<file path="config.mk">
export PLATFORM = sky130hd
export DESIGN_NAME = spi_master_byte
export DESIGN_NICKNAME = d
export VERILOG_FILES = /design/src/rtl/spi_pkg.sv /design/src/rtl/spi_master_timer.sv /design/src/rtl/spi_master_byte.sv
export SDC_FILE = /design/constraint.sdc
export NUM_CORES = 1
export LEC_CHECK = 0
export ABC_CLOCK_PERIOD_IN_PS = 6700
export CAP_MARGIN = 25
export CELL_PAD_IN_SITES_DETAIL_PLACEMENT = 1
export CELL_PAD_IN_SITES_GLOBAL_PLACEMENT = 2
export CORE_MARGIN = 2
export CORE_UTILIZATION = 40
export DETAILED_ROUTE_END_ITERATION = 10
export PLACE_DENSITY = 0.85
export RECOVER_POWER = 100
export SETUP_SLACK_MARGIN = 0.3
export SLEW_MARGIN = 20
export SYNTH_ARGS = -nofsm -noshare
export SYNTH_HDL_FRONTEND = slang
export SYNTH_SLANG_ARGS = --single-unit
</file>
<file path="constraint.sdc">
create_clock -name sysClk -period 6.7 [get_ports sysClk]
set_input_delay 1.005 -clock sysClk [delete_from_list [all_inputs] [get_ports sysClk]]
set_output_delay 1.005 -clock sysClk [all_outputs]
set_load 0.02 [all_outputs]
</file>
<file path="src/rtl/spi_pkg.sv">
// Shared types and constants for the SPI mode-3 master byte engine.
package spi_pkg;

   localparam int BYTE_W = 8;
   localparam bit CPOL   = 1'b1;
   localparam bit CPHA   = 1'b1;

   typedef enum logic [2:0] {IDLE, SETUP, LOW, HIGH, HOLD, GAP} spi_state_e;

   function automatic int max4(input int a, input int b, input int c, input int d);
      int m;
      m = a;
      if (b > m) m = b;
      if (c > m) m = c;
      if (d > m) m = d;
      return m;
   endfunction

endpackage

</file>
<file path="src/rtl/spi_master_timer.sv">
// Loadable down-counter: loading N makes done rise on the N-th cycle after the load
// and stay high until the next load.
module spi_master_timer #(
   parameter int W = 4
) (
   input  logic         clk,
   input  logic         rst,
   input  logic         load,
   input  logic [W-1:0] load_val,
   output logic         done
);

   logic [W-1:0] cnt;

   always_ff @(posedge clk or posedge rst) begin
      if (rst)
         cnt <= '0;
      else if (load)
         cnt <= load_val - W'(1);
      else if (cnt != '0)
         cnt <= cnt - W'(1);
   end

   assign done = (cnt == '0);

endmodule

</file>
<file path="src/rtl/spi_master_byte.sv">
// SPI mode-3 (CPOL=1, CPHA=1) master byte engine, MSB first, multi-byte frames with SS held low.
// Optional build macro SPI_LOOPBACK_EN: receive path samples the internal MOSI instead of MISO.
module spi_master_byte
   import spi_pkg::*;
#(
   parameter int CLK_DIV  = 8,
   parameter int SS_SETUP = 4,
   parameter int SS_HOLD  = 4,
   parameter int SS_GAP   = 4
) (
   input  logic              sysClk,
   input  logic              usrReset,
   input  logic [BYTE_W-1:0] txData,
   input  logic              txLast,
   input  logic              txValid,
   output logic              txReady,
   output logic [BYTE_W-1:0] rxData,
   output logic              rxValid,
   output logic              busy,
   output logic              SCLK,
   output logic              MOSI,
   input  logic              MISO,
   output logic              SS
);

   localparam int CNT_W = $clog2(max4(CLK_DIV, SS_SETUP, SS_HOLD, SS_GAP) + 1);

   spi_state_e        state, state_next;
   logic              load, done, ready_en, tx_ready_c, accept, rx_fire, rx_sent, sample;
   logic [CNT_W-1:0]  dwell;
   logic [BYTE_W-1:0] shift, rx_shift;
   logic              last;
   logic [2:0]        bit_idx;

`ifdef SPI_LOOPBACK_EN
   logic unused_miso;
   assign unused_miso = MISO;
   assign sample      = MOSI;
`else
   assign sample      = MISO;
`endif

   always_ff @(posedge sysClk or posedge usrReset) begin
      if (usrReset) state <= IDLE;
      else          state <= state_next;
   end

   always_comb begin
      state_next = state;
      tx_ready_c = 1'b0;
      rx_fire    = 1'b0;
      case (state)
         IDLE: begin
            tx_ready_c = 1'b1;
            if (txValid && ready_en) state_next = SETUP;
         end
         SETUP: if (done) state_next = LOW;
         LOW:   if (done) state_next = HIGH;
         HIGH: begin
            if (done) begin
               if (bit_idx != 3'd7) begin
                  state_next = LOW;
               end else begin
                  // Stalled frames sit here with done held; rx_sent keeps the strobe single.
                  rx_fire = !rx_sent;
                  if (last) begin
                     state_next = HOLD;
                  end else begin
                     tx_ready_c = 1'b1;
                     if (txValid) state_next = LOW;
                  end
               end
            end
         end
         HOLD:    if (done) state_next = GAP;
         GAP:     if (done) state_next = IDLE;
         default: state_next = IDLE;
      endcase
   end

   assign txReady = tx_ready_c && ready_en;
   assign accept  = txReady && txValid;
   assign load    = (state_next != state);

   always_comb begin
      dwell = CNT_W'(1);
      case (state_next)
         SETUP:     dwell = CNT_W'(SS_SETUP);
         LOW, HIGH: dwell = CNT_W'(CLK_DIV);
         HOLD:      dwell = CNT_W'(SS_HOLD);
         GAP:       dwell = CNT_W'(SS_GAP);
         default:   dwell = CNT_W'(1);
      endcase
   end

   spi_master_timer #(.W(CNT_W)) u_timer (
      .clk      (sysClk),
      .rst      (usrReset),
      .load     (load),
      .load_val (dwell),
      .done     (done)
   );

   always_ff @(posedge sysClk or posedge usrReset) begin
      if (usrReset) begin
         ready_en <= 1'b0;
         SCLK     <= CPOL;
         SS       <= 1'b1;
         MOSI     <= 1'b1;
         busy     <= 1'b0;
         rxValid  <= 1'b0;
         rxData   <= '0;
         rx_sent  <= 1'b0;
      end else begin
         ready_en <= 1'b1;
         rxValid  <= rx_fire;
         if (rx_fire) rxData <= rx_shift;
         if (load)         rx_sent <= 1'b0;
         else if (rx_fire) rx_sent <= 1'b1;
         case (state)
            IDLE:  if (accept) begin SS <= 1'b0; busy <= 1'b1; end
            SETUP: if (done) begin SCLK <= 1'b0; MOSI <= shift[7]; end
            LOW:   if (done) SCLK <= 1'b1;
            HIGH: begin
               // Next byte of the frame takes its MSB straight from the port on the same fall.
               if (state_next == LOW) begin
                  SCLK <= 1'b0;
                  MOSI <= (bit_idx == 3'd7) ? txData[7] : shift[6];
               end
            end
            HOLD:    if (done) begin SS <= 1'b1; MOSI <= 1'b1; end
            GAP:     if (done) busy <= 1'b0;
            default: ;
         endcase
      end
   end

   always_ff @(posedge sysClk) begin
      if (accept) begin
         shift   <= txData;
         last    <= txLast;
         bit_idx <= '0;
      end else if (state == HIGH && state_next == LOW) begin
         shift   <= shift << 1;
         bit_idx <= bit_idx + 3'd1;
      end
      if (state == LOW && done) rx_shift <= {rx_shift[BYTE_W-2:0], sample};
   end

endmodule

</file>
==> After elaboration in Yosys (flattened, before gate mapping) <==
Cells that the tools add are included.
{ "classes": {"add_sub_neg": 3, "n_eq_ne": 19, "mux": 36, "n_reduce_logical": 22} }
{ "ops": {"columns": ["op", "n"], "rows": [
  ["two-way mux 3 bit", 9],
  ["case mux 3 bit (6 select lines)", 1],
  ["two-way mux 1 bit", 16],
  ["two-way mux 8 bit", 2],
  ["== test 3 bit, second input constant", 5],
  ["== test 3 x 2 -> 1 bit, second input constant", 4],
  ["!= test 2 bit, second input constant", 6],
  ["nonzero test 2 bit", 5],
  ["two-way mux 4 bit", 2],
  ["case mux 4 bit (2 select lines)", 1],
  ["AND reduction 4 bit", 2],
  ["subtractor 4 x 1 -> 4 bit, second input constant", 2],
  ["== test 3 x 1 -> 1 bit, second input constant", 2],
  ["case mux 1 bit (2 select lines)", 3],
  ["case mux 1 bit (3 select lines)", 2],
  ["AND reduction 3 bit", 2],
  ["nonzero test 3 bit", 2],
  ["logical AND 1 bit", 5],
  ["logical NOT 4 bit", 1],
  ["nonzero test 4 bit", 1],
  ["adder 3 x 1 -> 3 bit, second input constant", 1],
  ["logical NOT 3 bit", 1],
  ["!= test 3 bit", 1],
  ["!= test 3 bit, second input constant", 1],
  ["3 further kinds", 3]
]} }
{ "word_totals": {"ff_bits": 42, "inputBits": 13, "output_inout_bits": 14, "wordCells": 94} }

==> Depth between registers and ports, before layout <==
{ "logic_depth": {"depth_word": 10, "depth_mapped": 12, "depth_no_buf": 12} }

==> Hierarchy <==
From an unflattened synthesis, not the netlist that was laid out.
{ "unflattened": {"cells_unflattened": 162, "area_unflattened_um2": 2030.7} }
{ "by_module_without_submodules": {"columns": ["module", "n_inst", "cells_per_inst", "area_each_um2", "seq_area_each_um2"], "rows": [
  ["spi_master_byte", 1, 138, 1778.0, 1024.7],
  ["spi_master_timer", 1, 24, 252.7, 100.1]
]} }

==> Least setup slack after synthesis <==
Ideal clock, no wire load.
{ "synth_timing": {"path_type": "input to register", "from": "in txValid", "to": "reg u_timer.cnt[2]", "setup_time_ns": 0.064, "arrival_ns": 2.507, "required_ns": 6.636, "slack_ns": 4.128, "stages": 10, "path_buffers": 0, "cell_sequence": "nand4bb_1 > nand3_2 > o211a_1 > nor2_1 > a22oi_1 > ha_1 > inv_1 > or3_1 > a21oi_1 > a211o_1"} }
{ "synth_via": {"elab_chain_cells": 10, "word_cells_on_any_way": 19, "classes_between": "1 x add/sub; 6 x eq/ne; 8 x mux; 4 x reduce/logical"} }
{ "synth_rtl": {"columns": ["item", "line", "rtl"], "rows": [
  ["from (decl)", "spi_master_byte.sv:15", "input logic txValid,"],
  ["two-way mux 3 bit", "spi_master_byte.sv:70", "if (txValid) state_next = LOW;"],
  ["two-way mux 3 bit", "spi_master_byte.sv:66", "if (last) begin"],
  ["two-way mux 3 bit", "spi_master_byte.sv:61", "if (bit_idx != 3'd7) begin"],
  ["two-way mux 3 bit", "spi_master_byte.sv:60", "if (done) begin"],
  ["case mux 3 bit (6 select lines) (*)", "spi_master_byte.sv:52", "case (state)"],
  ["== test 3 bit, or another cell as far along", "spi_master_byte.sv:87", "case (state_next)"],
  ["OR reduction 3 bit (no line) / OR reduction 2 bit (equally long branches)", null, null],
  ["case mux 4 bit (2 select lines)", "spi_master_byte.sv:87", null],
  ["subtractor 4 x 1 -> 4 bit", "spi_master_timer.sv:19", "cnt <= load_val - W'(1);"],
  ["two-way mux 4 bit", "spi_master_timer.sv:18", "else if (load)"],
  ["to (signal assigned)", "spi_master_timer.sv:19", null],
  ["to (signal assigned)", "spi_master_timer.sv:21", "cnt <= cnt - W'(1);"],
  ["to (decl)", "spi_master_timer.sv:13", "logic [W-1:0] cnt;"]
]} }
Every way passes the cells marked *; elsewhere a longest branch is shown, timed or not.
A chain may end at the register's enable or synchronous reset.

==> Worst setup path after layout <==
{ "layout_timing": {"from": "reg u_timer.cnt[2]", "to": "out txReady"} }
{ "layout_via": {"elab_chain_cells": 4} }
{ "layout_rtl": {"columns": ["item", "line", "rtl"], "rows": [
  ["logical NOT 4 bit", "spi_master_timer.sv:24", "assign done = (cnt == '0);"],
  ["two-way mux 1 bit", "spi_master_byte.sv:60", null],
  ["case mux 1 bit (2 select lines)", "spi_master_byte.sv:52", null],
  ["logical AND 1 bit", "spi_master_byte.sv:81", "assign txReady = tx_ready_c && ready_en;"],
  ["to (decl)", "spi_master_byte.sv:16", "output logic txReady,"]
]} }
No other way between the ends.

==> results.cfg <==
[grt]
globalRoute.totalOverflow = 0
grt_pass1_vias = 1331
antenna_found_initial = 0
grt_max_degree = 23
grtUsageTotal = 0.160
grt_pass1_wl_um = 6500

[pwr]
p_leak_uw = 0.000991
ir_worst_vdd_mv = 0.191
finalPower_uw = 858
power_density_nw_per_um2 = 370

[synthesis]
yosys-top-cells-count = dfrtp_1 (19), edfxtp_1 (17), nor2_1 (10)
synthCells = 149
yosys.area.top_type = edfxtp_1
synth_warnings = 0
synth.cell_area_um2 = 1970
synth.top_cell.area_share = 0.259
yosys.cell_count.top_type = dfrtp_1
synth-edff-count = 17
synth-async-reset-ratio = 0.524
synthFlopType = dfrtp_1
seq_area_frac_synth = 0.570
synth-seq-cells = 42
synth_area_per_cell_um2 = 13.2
yosys.cell_types.count = 60
synth_area_leaders = edfxtp_1 (26%), dfrtp_1 (24%), mux2_2 (5.1%), dfstp_2 (4.0%), mux2_1 (3.4%)
synth_nets = 166

[sta]
rsz0062_at_grt = false
finalCritPeriodShare = 0.678
fmax_ghz = 0.220
worstMarginPinSlew_ns = 1.87
setup_viol = 0
finalClockSkew_ns = 0.00911
max_slew_margin = -0.260
tns_ns = 0
final_hold_viol_count = 0
period_minus_slack_ns = 4.54
finalMaxSlewViolations = 13

[die]
core_um2 = 4750
dieArea_um2 = 5510
start_util = 0.415
dieWidth_um = 74.2
die_y_um = 74.2
io_pins = 27
row_count = 25

[route]
wl_um = 4010
viasPerCell = 5.23
ant_nets = 0
drc = 0
post_drt_wl_per_cell_um = 16.4
drt_pass1_iterations = 4
drt_iter0_drc = 53
vias = 1275

[clock_tree]
cts_tree = built
worstSkewPairLatency_ns = 0.29
ctsResizeCount = 0
cts_buffers = 5
postCtsSetupRepairBufs = 0
cts_root_buf = clkbuf_8
clockBufferDepth = 2
cts_max_level = 2
ctsHoldBuffers = 0
cts.sinks = 42
cts.clk_slew.worst_paths_ns = 0.08

[critical_path]
worstPathMaxFanout = 12
critPathKind = reg -> out
r2r-start = u_timer.cnt[2]
required_ns = 5.69
setup.worst_path.end = txReady
ff2ff_setup_slack_ns = 2.79
cp.arrival_ns = 3.54
start_kind = register
critPathCaptureType = output port
worstSetupStartpoint = u_timer.cnt[2]
r2r_end = u_timer.cnt[2]
reg2regPathDepth = 10

[finish]
drive_gt1_frac = 0.153
layout.nets = 193
diodes = 0
area_growth_pct = 17.5

[worst_hold_path]
hold_path_class = reg -> reg

[flow_run]
drv_cap = 1

[run_status]
violations = capacitance limit, slew limit
outcome = finished, violations left

[placement]
port_buffers = 26
place_congestion = 0.882
hpwlAfterDp_um = 2940
layer usage:
layer,vias to the layer above,track usage,share of wire
met4,0,0.0595,0.0067
met5,-,0,0
met1,650,0.207,0.46
met2,19,0.261,0.51
met3,2,0.0407,0.030
li1,604,-,-
sequential cells by signal, summed over array words and instances, names as in the netlist, 3 cells and up:
register,flops
rx_shift,8
shift,8
u_timer.cnt,4
bit_idx,3
state,3
rxData,8
area by class of cell:
class                      instances  area (um^2)
fill                             517         2440
tap                               67         83.8
multi-input combinational         93          734
inverter                           7         26.3
sequential                        42         1120
clock buffer                       5         68.8
clock inverter                     3         16.3
timing repair buffer              27          264
worst min path at each step:
stage	from	end	cells after the start
final	rx_shift[3]	rx_shift[4]	0
after global routing	rx_shift[0]	rx_shift[1]	0
after CTS	rx_shift[1]	rx_shift[2]	0
after detailed placement	rx_shift[3]	rx_shift[4]	0
after global placement	rx_shift[1]	rx_shift[2]	0
after floorplan	rx_shift[0]	rx_shift[1]	0
metrics by stage:
step | hold slack, ns | instance area (um^2) | setup slack, ns | cells | utilization
global placement | 0.426 | 2270 | 3.53 | 235 | 0.477
global route | 0.468 | 2320 | 1.82 | 244 | 0.488
detailed placement | 0.439 | 2280 | 3.32 | 236 | 0.479
finish | 0.454 | 2320 | 2.16 | 244 | 0.488
CTS | 0.458 | 2360 | 3.18 | 244 | 0.497
floorplan | 0.420 | 1970 | 4.13 | 149 | -
layout by cell type (no fill, tap or decap), drive strengths merged, types with 2 or more instances in the layout:
| master | synthesis | routed |
|---|---|---|
| dfrtp | 19 | 19 |
| dlygate4sd3 | 0 | 18 |
| edfxtp | 17 | 17 |
| mux2 | 16 | 16 |
| nor2 | 10 | 10 |
| a21oi | 8 | 8 |
| clkdlybuf4s50 | 0 | 8 |
| inv | 7 | 7 |
| nand2 | 6 | 6 |
| clkbuf | 1 | 6 |
| ha | 4 | 4 |
| nor3 | 4 | 4 |
| dfstp | 3 | 3 |
| mux2i | 3 | 3 |
| dfxtp | 3 | 3 |
| o21ai | 3 | 3 |
| nand3b | 2 | 2 |
| or4 | 2 | 2 |
| a211oi | 2 | 2 |
| or3 | 2 | 2 |
| and3 | 2 | 2 |
| nand3 | 2 | 2 |
| clkinv | 0 | 2 |
report_power, final:
group          internal (uW)  switching, uW
registers                344           51.3
logic                    133            174
clock network           71.3           84.7
critical path, stage by stage, from the launching register on:
cell and delay [ns]:
dfrtp_1 0.43, nor4_1 1.51, a31oi_1 0.21, nor3b_1 0.37, dlygate4sd3_1 0.72
cell families (layout without fill, tap and decap cells):
family,Yosys count,after routing,synth area share
xor gates and xnor gates,2,2,0.00888
AOI/OAI and AO/OA,29,29,0.118
other,1,1,0.00190
buffers and inverters,14,42,0.0374
adders and majority gates,4,4,0.0254
and+or+nand+nor,38,38,0.130
muxes,19,19,0.108
DFF,42,42,0.570
(Power assumes the default switching activity.)
